===== config.mk =====
export PLATFORM = sky130hd
export DESIGN_NAME = lsu_mem_ctrl
export DESIGN_NICKNAME = d
export VERILOG_FILES = /design/src/rtl/lsu_mem_ctrl.sv
export SDC_FILE = /design/constraint.sdc
export NUM_CORES = 1
export LEC_CHECK = 0
export BUFFER_PORTS_ARGS = -buffer_cell sky130_fd_sc_hd__buf_2
export CORE_UTILIZATION = 40
export CTS_CLUSTER_DIAMETER = 150
export DETAILED_ROUTE_END_ITERATION = 8
export PLACE_DENSITY = 0.65
export SYNTH_ARGS = -nofsm -noshare
export SYNTH_HDL_FRONTEND = slang
export SYNTH_SLANG_ARGS = --single-unit

===== constraint.sdc =====
create_clock -name clk -period 2.38 [get_ports clk]
set_input_delay 0.476 -clock clk [delete_from_list [all_inputs] [get_ports clk]]
set_output_delay 0.476 -clock clk [all_outputs]
set_load 0.1 [all_outputs]

===== src/rtl/lsu_mem_ctrl.sv =====
// MEM-stage load/store unit: issues word-aligned data-memory accesses, merges
// sub-word stores by read-modify-write and lane-extracts/extends sub-word loads.
module lsu_mem_ctrl #(
    parameter int unsigned MEM_BYTES = 1048576
) (
    input  logic        clk,
    input  logic        rst,
    input  logic        req_valid,
    output logic        req_ready,
    input  logic        req_we,
    input  logic [2:0]  req_funct3,
    input  logic [31:0] req_addr,
    input  logic [31:0] req_wdata,
    output logic        resp_valid,
    output logic [31:0] resp_data,
    output logic        resp_err,
    output logic        dm_rd,
    output logic        dm_wr,
    output logic        dm_cs_n,
    output logic [31:0] dm_addr,
    output logic [31:0] dm_wdata,
    input  logic [31:0] dm_rdata
);

    typedef enum logic [1:0] {IDLE, LD, RD, WR} state_t;

    state_t      state_q, state_d;
    logic [2:0]  funct3_q, funct3_d;
    logic [31:0] addr_q, addr_d;
    logic [31:0] wdata_q, wdata_d;
    logic [31:0] merge_q, merge_d;
    logic [31:0] resp_data_q, resp_data_d;
    logic        resp_valid_q, resp_valid_d;
    logic        resp_err_q, resp_err_d;

    function automatic logic req_error(input logic we, input logic [2:0] f3,
                                       input logic [31:0] a);
        logic        bad_f3;
        logic        misal;
        logic [32:0] last_byte;
        bad_f3    = we ? (f3 > 3'b010) : (f3 == 3'b011 || f3[2:1] == 2'b11);
        misal     = (f3[1:0] == 2'b01 && a[0]) || (f3[1:0] == 2'b10 && a[1:0] != 2'b00);
        last_byte = {1'b0, a[31:2], 2'b00} + 33'd3;
        return bad_f3 || misal || (last_byte >= 33'(MEM_BYTES));
    endfunction

    function automatic logic [31:0] load_extract(input logic [31:0] w, input logic [2:0] f3,
                                                 input logic [1:0] lane);
        logic [7:0]  b;
        logic [15:0] h;
        case (lane)
            2'd0:    b = w[7:0];
            2'd1:    b = w[15:8];
            2'd2:    b = w[23:16];
            default: b = w[31:24];
        endcase
        h = lane[1] ? w[31:16] : w[15:0];
        case (f3)
            3'b000:  return {{24{b[7]}}, b};
            3'b001:  return {{16{h[15]}}, h};
            3'b100:  return {24'd0, b};
            3'b101:  return {16'd0, h};
            default: return w;
        endcase
    endfunction

    // Replace only the addressed byte/half of the word read back from memory.
    function automatic logic [31:0] merge_word(input logic [31:0] w, input logic [31:0] wd,
                                               input logic [2:0] f3, input logic [1:0] lane);
        logic [31:0] m;
        m = w;
        if (f3[1:0] == 2'b00) begin
            case (lane)
                2'd0:    m[7:0]   = wd[7:0];
                2'd1:    m[15:8]  = wd[7:0];
                2'd2:    m[23:16] = wd[7:0];
                default: m[31:24] = wd[7:0];
            endcase
        end else if (lane[1]) begin
            m[31:16] = wd[15:0];
        end else begin
            m[15:0] = wd[15:0];
        end
        return m;
    endfunction

    always_comb begin
        state_d      = state_q;
        funct3_d     = funct3_q;
        addr_d       = addr_q;
        wdata_d      = wdata_q;
        merge_d      = merge_q;
        resp_valid_d = 1'b0;
        resp_err_d   = 1'b0;
        resp_data_d  = 32'd0;
        case (state_q)
            IDLE: begin
                if (req_valid) begin
                    funct3_d = req_funct3;
                    addr_d   = req_addr;
                    wdata_d  = req_wdata;
                    if (req_error(req_we, req_funct3, req_addr)) begin
                        resp_valid_d = 1'b1;
                        resp_err_d   = 1'b1;
                    end else if (!req_we) begin
                        state_d = LD;
                    end else if (req_funct3 == 3'b010) begin
                        state_d = WR;
                    end else begin
                        state_d = RD;
                    end
                end
            end
            LD: begin
                resp_valid_d = 1'b1;
                resp_data_d  = load_extract(dm_rdata, funct3_q, addr_q[1:0]);
                state_d      = IDLE;
            end
            RD: begin
                merge_d = merge_word(dm_rdata, wdata_q, funct3_q, addr_q[1:0]);
                state_d = WR;
            end
            default: begin
                resp_valid_d = 1'b1;
                state_d      = IDLE;
            end
        endcase
    end

    always_ff @(posedge clk or negedge rst) begin
        if (!rst) begin
            state_q      <= IDLE;
            funct3_q     <= 3'd0;
            addr_q       <= 32'd0;
            wdata_q      <= 32'd0;
            merge_q      <= 32'd0;
            resp_valid_q <= 1'b0;
            resp_err_q   <= 1'b0;
            resp_data_q  <= 32'd0;
        end else begin
            state_q      <= state_d;
            funct3_q     <= funct3_d;
            addr_q       <= addr_d;
            wdata_q      <= wdata_d;
            merge_q      <= merge_d;
            resp_valid_q <= resp_valid_d;
            resp_err_q   <= resp_err_d;
            resp_data_q  <= resp_data_d;
        end
    end

    // Memory pins decode from registered state only, so reset drops them at once.
    assign req_ready  = (state_q == IDLE);
    assign dm_rd      = (state_q == LD) || (state_q == RD);
    assign dm_wr      = (state_q == WR);
    assign dm_cs_n    = !(dm_rd || dm_wr);
    assign dm_addr    = {addr_q[31:2], 2'b00};
    assign dm_wdata   = (state_q != WR) ? 32'd0 :
                        (funct3_q[1:0] == 2'b10) ? wdata_q : merge_q;
    assign resp_valid = resp_valid_q;
    assign resp_err   = resp_err_q;
    assign resp_data  = resp_data_q;

endmodule

---- Word level (Yosys, flattened, before mapping) ----
Cells that the tools add are included.
word-level totals
  flip-flop bits (word level) ............. 135
  input port bits ......................... 103
  output and inout bits ................... 102
  word-level logic and storage cells ...... 68
operators by class
  add/subtract/negate cells ............... 1
  $lt $le $gt $ge ......................... 2
  eq/ne operators ......................... 17
  muxes and demuxes ....................... 23
  reductions and logical operators ........ 17
operators with widths
  operator                                                             number
  two-way mux 32 bit                                                   4
  one-hot mux 32 bit (4 select lines)                                  1
  two-way mux 16 bit                                                   3
  adder 32 x 2 -> 33 bit, second input constant                        1
  greater-or-equal comparator 33 x 21 -> 1 bit, second input constant  1
  two-way mux 8 bit                                                    4
  one-hot mux 8 bit (3 select lines)                                   1
  == test 2 bit, second input constant                                 6
  == test 2 x 1 -> 1 bit, second input constant                        3
  == test 3 x 2 -> 1 bit, second input constant                        2
  == test 3 bit, second input constant                                 2
  zero test 2 bit                                                      3
  logical OR 1 bit                                                     6
  two-way mux 2 bit                                                    3
  inequality test 2 bit, second input constant                         3
  two-way mux 1 bit                                                    5
  one-hot mux 2 bit (2 select lines)                                   1
  AND reduction 2 bit                                                  2
  == test 3 x 1 -> 1 bit, second input constant                        1
  > comparator 3 x 2 -> 1 bit, second input constant                   1
  zero test 3 bit                                                      1
  OR reduction 3 bit                                                   1
  logical AND 1 bit                                                    2
  one-hot mux 1 bit (2 select lines)                                   1
  other kinds (2)                                                      2

---- Depth between registers and ports, before layout ----
  depth in word-level cells ............... 8
  depth in mapped cells ................... 6
  depth with buffers taken out ............ 5

---- Worst setup path after synthesis ----
No wires, ideal clock.
  kind .................................... register -> output
  start ................................... reg state_q[0]
  end ..................................... out dm_wdata[10]
  arrival time ............................ 3.714 ns
  data required time ...................... 1.904 ns
  slack ................................... -1.810 ns
  cell stages (with the launch flop) ...... 4
  path buffers ............................ 1
  cell sequence ........................... dfrtp_1 -> ha_1 -> clkbuf_1 -> a21boi_0
between the ends
  word-level cells in the longest chain between the ends .. 2
RTL lines
  what                      RTL line  text
  start: declaration        27        state_t state_q, state_d;
  start signal: assignment  141       state_q <= state_d;
  inequality test 2 bit     158       assign dm_wdata = (state_q != WR) ? 32'd0 :
  two-way mux 32 bit        158
  end: declaration          21        output logic [31:0] dm_wdata,
No other way between the ends.

---- Final worst setup path ----
  start ................................... reg funct3_q[1]
  end ..................................... out dm_wdata[12]
between the ends
  word-level cells in the longest chain between the ends .. 3
RTL lines
  what                      RTL line  text
  start: declaration        28        logic [2:0] funct3_q, funct3_d;
  start signal: assignment  142       funct3_q <= funct3_d;
  == test 2 bit             159       (funct3_q[1:0] == 2'b10) ? wdata_q : merge_q;
  two-way mux 32 bit        159
  two-way mux 32 bit        158
No other way between the ends.

==> metrics.md <==
| Metric | Value |
|---|---|
| Routed vias | `5517` |
| Layout cells sized above 1 | `44.0%` |
| 1st-pass router iterations | `5` |
| Met1 Usage GRT | `30.7%` |
| Crit path required time | `1900 ps` |
| RSZ-0062 raised after global routing | `yes` |
| Synth unique cells | `43` |
| Hold WC Path Type | `input port to flip-flop` |
| Critical path type | `flip-flop to primary output` |
| Initial core utilization | `41.4%` |
| Synth Instances | `641` |
| Finished Layout Cells | `1036` |
| Final Wtd Congestion | `0.877` |
| DR WL/cell | `18.5 µm` |
| Period utilisation layout | `96.7%` |
| DRC violations left | `0` |
| Yosys top cell area share | `51.0%` |
| Clock root buffer | `clkbuf_16` |
| Routed vias/inst | `5.33` |
| Antenna cells | `0` |
| H-Tree Depth | `4` |
| M2 GR Usage | `37.5%` |
| Synthesis Warnings | `0` |
| Setup-failing EPs final | `0` |
| Max-Slew Margin vs Limit | `26.7%` |
| Routed WL | `19.1 mm` |
| Core area | `16000 µm²` |
| Die height | `131 µm` |
| Met3 usage | `5.17%` |
| GRT Total Usage | `23.0%` |
| Nature of the critical path endpoint | `primary output` |
| CTS tree | `built` |
| Die width | `131 µm` |
| Synth top area cells | `dfrtp_1 (51%), mux2_2 (11%), nand2_1 (4.2%)` |
| DP Wirelength | `14.2 mm` |
| Worst-path clk slew | `60 ps` |
| # Max-Cap Violations | `0` |
| Top_reg_cell synth | `dfrtp_1` |
| EDFF count, synth | `0` |
| Fin crit period | `2300 ps` |
| Max frequency | `0.435 GHz` |
| Clock Latency Late Sink | `420 ps` |
| Seq/Total Area, Yosys | `51.0%` |
| GR peak layer | `met2` |
| First-pass GRT wire length | `29.5 mm` |
| Cell count after placement | `1001` |
| Largest net degree at the start of global routing | `54` |
| Nets | `914` |
| Post-Syn Area | `6630 µm²` |
| Pre-CTS WS | `186 ps` |
| Dominant cell by count in the synthesized netlist | `dfrtp_1` |
| Commonest cells post-synth | `dfrtp_1 (135), nand2_1 (75), mux2_2 (67), a21oi_1 (39)` |
| Routed Antenna Nets | `0` |
| Vias in the first global route | `5477` |
| Die Area | `17100 µm²` |
| # IOs | `205` |
| Mapped Avg Cell Area | `10.3 µm²` |
| GR Overflow Total | `0` |
| # rows | `46` |
| Worst Max-Slew Pin Slew | `1100 ps` |
| DRT iter0 DRCs | `413` |
| WP data arrival | `1830 ps` |
| CTS buffer count | `17` |
| Yosys reg bits | `135` |
| Initial antenna violation count | `0` |
| Post-Route Skew | `9.00 ps` |
| Clock Path Buffers | `2` |
| CP Launch Type | `flip-flop` |
| Finished Core Util | `57.8%` |
| Status | `finished clean` |
| Number of port buffers | `202` |
| Final Max Tran Viols | `0` |
| Final number of hold-violating endpoints | `0` |
| Setup_tns | `0 ps` |
| Sinks on Clock Net | `135` |
| Post-route setup slack | `78.9 ps` |
| Worst-path maximum fanout | `32` |
| Area Overhead vs Synth | `39.7%` |
| FFs w/ async S/R, synth | `100%` |
| Leading area contributor after synthesis | `dfrtp_1` |
layer usage:
layer | part of all wire, % | wire length (µm)
met5 | 0 | 0
met4 | 1.3 | 249
met3 | 7.2 | 1370
met2 | 48 | 9150
met1 | 44 | 8370
logic make-up after synthesis:
kind of cell	synth area share (%)
AND/OR/NAND/NOR	9.71
flip-flops	51.0
other	0.0566
multiplexers	14.4
buffers and inverters	8.10
AO/OA/AOI/OAI	15.9
adder cells (fa/ha/maj)	0.755
registers in the layout, indices dropped and copies added, names as in the netlist:
| signal | flops |
|---|---|
| resp_err | 1 |
| resp_data | 32 |
| resp_valid | 1 |
| wdata_q | 32 |
| merge_q | 32 |
| state_q | 2 |
| addr_q | 32 |
| funct3_q | 3 |
path summary, 6_finish.rpt:
path                                from       endpoint  slack, ps  depth (start not counted)
max                          funct3_q[1]   dm_wdata[12]         80                          5
min                        req_wdata[16]    wdata_q[16]        280                          2
max reg2reg                  funct3_q[0]  resp_data[21]        230                          5
min reg2reg                   addr_q[29]     addr_q[29]        500                          1
max in group asynchronous            rst    funct3_q[0]       1150                          3
min in group asynchronous            rst    wdata_q[20]        510                          2
final cells by class:
type / instances / area [µm²]
flip-flops and latches: 135 / 3380
inverters: 29 / 109
repair buffers: 221 / 1740
fillers: 1407 / 6750
well taps: 216 / 270
clock inverters: 15 / 226
multi-input cells: 403 / 3100
clock buffers: 17 / 425
layout by cell type (no fill, tap or decap), types with 28 or more instances in the layout:
| cell | count |
|---|---|
| nor2_1 | 29 |
| a21boi_4 | 32 |
| dfrtp_1 | 133 |
| buf_12 | 38 |
| inv_1 | 28 |
| a21oi_1 | 39 |
| buf_2 | 168 |
| o21ai_0 | 34 |
| mux2_2 | 67 |
| nand2_1 | 74 |
critical path, cell delays in order, from the launching register on:
cell      delay (ps)
dfrtp_2          450
or2b_1           210
buf_12           200
nand2_1          120
a21boi_4         220
buf_12           200
stage by stage:
stage / area, µm² / hold slack [ps]
4_1_cts: 9200 / 268
5_1_grt: 9250 / 270
2_1_floorplan: 6990 / 180
3_5_place_dp: 8540 / 392
3_3_place_gp: 8540 / 391
6_report: 9250 / 283
repair_timing:
| item | in CTS | in global routing |
|---|---|---|
| gates resized for setup | 2 | 3 |
| pin swaps | 0 | 0 |
| setup endpoints to repair | 3 | 7 |
| hold buffers | 1 | 0 |
| endpoints found under the hold margin | 33 | 0 |
| cloned | 0 | 1 |
| buffers inserted | 0 | 1 |
Power is not shown: default switching activity piles up to over one toggle a cycle in this logic, so the estimate is an artifact.
